[src/rtl/hazard_scoreboard.sv]
// RAW hazard scoreboard beside ID: shift-register of in-flight destinations, stall
// detection and saturating stall counter. Define FORWARDING_EN for the forwarding stall rules.
module hazard_scoreboard #(
    parameter int RW       = 5,
    parameter int DEPTH    = 4,
    parameter int LOAD_LAT = 1,
    parameter int CNTW     = 16
) (
    input  logic            clk,
    input  logic            reset,
    input  logic            id_valid,
    input  logic [RW-1:0]   id_rs,
    input  logic [RW-1:0]   id_rt,
    input  logic            id_uses_rs,
    input  logic            id_uses_rt,
    input  logic [RW-1:0]   id_dest,
    input  logic            id_we,
    input  logic            id_is_load,
    input  logic            id_is_branch,
    input  logic            flush,
    output logic            id_stall,
    output logic [CNTW-1:0] stall_count
);

    logic [DEPTH-1:0]         ent_v;
    logic [DEPTH-1:0][RW-1:0] ent_dest;
    logic [DEPTH-1:0]         ent_ld;

    logic hit;
    logic match_k;
    logic blk;

    // Stall decision: entries (age = index) against the sources ID actually reads
    always_comb begin
        hit     = 1'b0;
        match_k = 1'b0;
        blk     = 1'b0;
        for (int k = 0; k < DEPTH; k++) begin
            match_k = ent_v[k] &&
                      ((id_uses_rs && (id_rs != '0) && (ent_dest[k] == id_rs)) ||
                       (id_uses_rt && (id_rt != '0) && (ent_dest[k] == id_rt)));
`ifdef FORWARDING_EN
            if (id_is_branch)
                blk = ent_ld[k] ? (k < LOAD_LAT + 1) : (k < 1);
            else
                blk = ent_ld[k] && (k < LOAD_LAT);
`else
            blk = 1'b1;
`endif
            hit = hit | (match_k & blk);
        end
        id_stall = id_valid & hit;
    end

`ifndef FORWARDING_EN
    // Without forwarding the load flag and branch type do not change the outcome.
    logic unused_fields;
    assign unused_fields = ^{id_is_branch, ent_ld};
`endif

    // Control state: valid bits and stall counter (reset beats flush)
    always_ff @(posedge clk) begin
        if (reset) begin
            ent_v       <= '0;
            stall_count <= '0;
        end else begin
            if (flush)
                ent_v <= '0;
            else
                ent_v <= {ent_v[DEPTH-2:0],
                          id_valid & id_we & (id_dest != '0) & ~id_stall};
            if (id_stall && (stall_count != '1))
                stall_count <= stall_count + CNTW'(1);
        end
    end

    // Data fields shift unconditionally; they are only meaningful where ent_v is set
    always_ff @(posedge clk) begin
        ent_dest <= {ent_dest[DEPTH-2:0], id_dest};
        ent_ld   <= {ent_ld[DEPTH-2:0], id_is_load};
    end

endmodule
[config.mk]
export PLATFORM = sky130hd
export DESIGN_NAME = hazard_scoreboard
export DESIGN_NICKNAME = d
export VERILOG_FILES = /design/src/rtl/hazard_scoreboard.sv
export SDC_FILE = /design/constraint.sdc
export NUM_CORES = 1
export LEC_CHECK = 0
export CORE_MARGIN = 1.5
export CORE_UTILIZATION = 45
export CTS_BUF_LIST = sky130_fd_sc_hd__clkbuf_8
export DETAILED_ROUTE_END_ITERATION = 8
export GPL_ROUTABILITY_DRIVEN = 1
export PLACE_DENSITY = 0.72
export SLEW_MARGIN = 10
export SYNTH_ARGS = -nofsm -noshare
export SYNTH_HDL_FRONTEND = slang
export SYNTH_SLANG_ARGS = --single-unit
[constraint.sdc]
create_clock -name clk -period 3.2 [get_ports clk]
set_clock_uncertainty 0.2 [all_clocks]
set_input_delay 0.48 -clock clk [delete_from_list [all_inputs] [get_ports clk]]
set_output_delay 0.48 -clock clk [all_outputs]
set_load 0.01 [all_outputs]
==> results of run 1 <==
-- metal layers --
metal	part of all wire	routed length, µm	global-route usage
met1	0.50	2070	0.282
met2	0.43	1790	0.282
met3	0.061	252	0.0519
met4	0.012	49	0.0900
met5	0	0	0
-- worst max-delay path, cell delays in order --
cell and delay [ns]:
clkdlybuf4s50_1 0.42, buf_4 0.17, xor2_1 0.16, nor4_1 0.31
nand3_1 0.13, nand4_1 0.12, a32oi_1 0.10, nor2b_1 0.14
dlygate4sd2_1 0.28
-- final timing paths --
check	startpoint	endpoint	slack [ns]	cells after the start
setup reg to reg	stall_count[7]	stall_count[14]	0.64	7
hold / removal	ent_dest[3]	ent_dest[8]	0.18	0
setup / recovery	id_rt[1]	id_stall	0.22	9
hold reg to reg	ent_dest[3]	ent_dest[8]	0.18	0
-- flip-flops by register name, indices dropped and copies added, names as in the netlist --
signal / count
ent_dest: 20
stall_count: 16
ent_v: 4
-- logic make-up (layout without fill, tap and decap cells) --
group / after synthesis / after routing / share of synthesized area
simple gates: 76 / 76 / 0.228
xor+xnor: 40 / 40 / 0.181
fa+ha+maj: 1 / 1 / 0.00648
mux: 4 / 4 / 0.0233
buf+inv: 20 / 58 / 0.0583
flops: 40 / 40 / 0.415
compound gates: 27 / 27 / 0.0875
-- synthesized netlist by cell type, types with 6 or more instances --
library cell | n | area [µm²]
dfxtp_1 | 40 | 801
nand4_1 | 6 | 37.5
a21oi_1 | 12 | 60.1
buf_2 | 9 | 45.0
o31ai_1 | 9 | 67.6
nor4_1 | 8 | 50.1
xnor2_1 | 8 | 70.1
nand3_1 | 15 | 75.1
clkbuf_1 | 6 | 22.5
nand2_1 | 6 | 22.5
or4_1 | 10 | 75.1
nor2_1 | 6 | 22.5
xor2_1 | 32 | 280
-- metrics by stage --
step	setup slack (ns)	util	setup TNS (ns)	instances	power, mW
global placement	-0.0834	0.578	-0.0834	288	0.639
detailed placement	-0.106	0.578	-0.106	288	0.641
finish	0.219	0.600	0	296	0.961
floorplan	0.576	-	0	208	0.598
CTS	0.214	0.600	0	296	0.971
global route	0.0578	0.600	0	296	1.01
-- where the power goes --
part / switching [mW] / internal [mW] / leakage, nW
Combinational: 0.0476 / 0.0554 / 0.522
Sequential: 0.0134 / 0.512 / 0.330
Clock: 0.163 / 0.169 / 0.0538
Total: 0.224 / 0.737 / 0.906
-- what timing repair did --
item                       in CTS  in global routing
setup endpoints to repair       1                  0
hold buffers                    0                  0
resized for setup               7                  0
-- area by class of cell --
| class | count | area, µm² | share of cell area |
|---|---|---|---|
| multi-input cells | 148 | 1020 | 0.420 |
| inverters | 1 | 3.75 | 0.00154 |
| clock inverters | 2 | 7.51 | 0.00308 |
| repair buffers | 49 | 455 | 0.187 |
| flip-flops and latches | 40 | 801 | 0.329 |
| well taps | 50 | 62.6 | 0.0257 |
| clock buffers | 6 | 82.6 | 0.0339 |
==> impl_metrics.csv, run 1 <==
group,metric,value,unit
run_status,outcome,"finished clean",
global_routing,grt_pass1_vias,1478,
clocking,clock_latency,0.29,ns
route,vias,1591,
final_layout,final_nets,270,
logic_synthesis,ys_seq_elements,40,
route,drt_first_pass_iters,4,
route,routed_via_density,5.38,
sta,setup_violations,0,
sta,drv_slew,0,
setup_path,crit_path_end_kind,"output port",
die,dieWidth,68.5,µm
global_routing,track_usage,0.199,
final_layout,layout-drive-gt1-share,0.0935,
final_layout,design_area,0.00244,mm²
logic_synthesis,yosys_warnings,0,
logic_synthesis,synth_area,0.00193,mm²
clocking,cts.sinks,40,
sta,worst_pin_slew,0.740,ns
clocking,cts-buffers-inserted,5,
placed_design,postPlaceCellArea,0.00235,mm²
route,post-route-drc-count,0,
logic_synthesis,avgSynthCellArea,9.28,µm²
logic_synthesis,synth_cell_types,30,
sta,slew_headroom,0.505,
route,wirelength,4160,µm
clocking,cts_root_buf,"clkbuf_8",
logic_synthesis,syn_inst,208,
setup_path,cp.arrival,2.30,ns
clocking,htree_levels,2,
logic_synthesis,syn-num-nets,233,
setup_path,path_max_fanout,4,
clocking,post_cts_buffers,0,
die,die_h,68.5,µm
sta,fin_crit_sh,0.931,
sta,rsz0062_at_grt,"false",
setup_path,startpoint_type,"input port",
worst_hold_path,hold_path.class,"flop to flop",
global_routing,antenna_found_initial,0,
pwr,leakage,0.906,nW
sta,hold_ws,0.184,ns
final_layout,insertedDiodeCount,0,
placed_design,io_buffers,38,
clocking,clk_pin_slew,0.07,ns
final_layout,most-common-layout-cells,"dfxtp_1 (40), xor2_1 (32), clkdlybuf4s50_1 (32)",
final_layout,layout_commonest_cell,"dfxtp_1",
setup_path,required,2.52,ns
sta,fmax,336,MHz
setup_path,worstSetupPathType,"input port to output port",
global_routing,overflow,0,
placed_design,hpwl,3030,µm
global_routing,grt_max_degree,30,
clocking,cts_tree,"yes",
die,rows,23,
run,maxCapViolCount,0,
logic_synthesis,async_reset_ff_frac,0,
sta,hold_violations,0,
route,wl_per_cell,14.1,µm
placed_design,gp_congestion,0.832,
logic_synthesis,synth_edf_count,0,
die,io_pins,41,
final_layout,fill_cells,363,
die,core_area,0.00406,mm²
die,die_area,0.00469,mm²
route,drtIter0Drc,92,
logic_synthesis,synth_ff_type,"dfxtp_1",
pwr,max-vdd-ir-drop,0.255,mV
global_routing,grt_pass1_wl,6860,µm
final_layout,syn_to_final_growth,26.2,%
logic_synthesis,seq_area_frac_synth,0.415,
pwr,power_density,394,mW/mm²
clocking,clockBufferDepth,2,
sta,post-route-min-period,2.98,ns
die,start_util,0.476,
route,antenna_left,0,
(Power assumes the default switching activity.)
==> inputs of run 2 (changes only) <==
ABC_CLOCK_PERIOD_IN_PS = 3200   (was unset)
CTS_CLUSTER_DIAMETER = 100   (was unset)
==> results of run 2 <==
The final DEF is identical to that of run 1; final timing and power are the same.
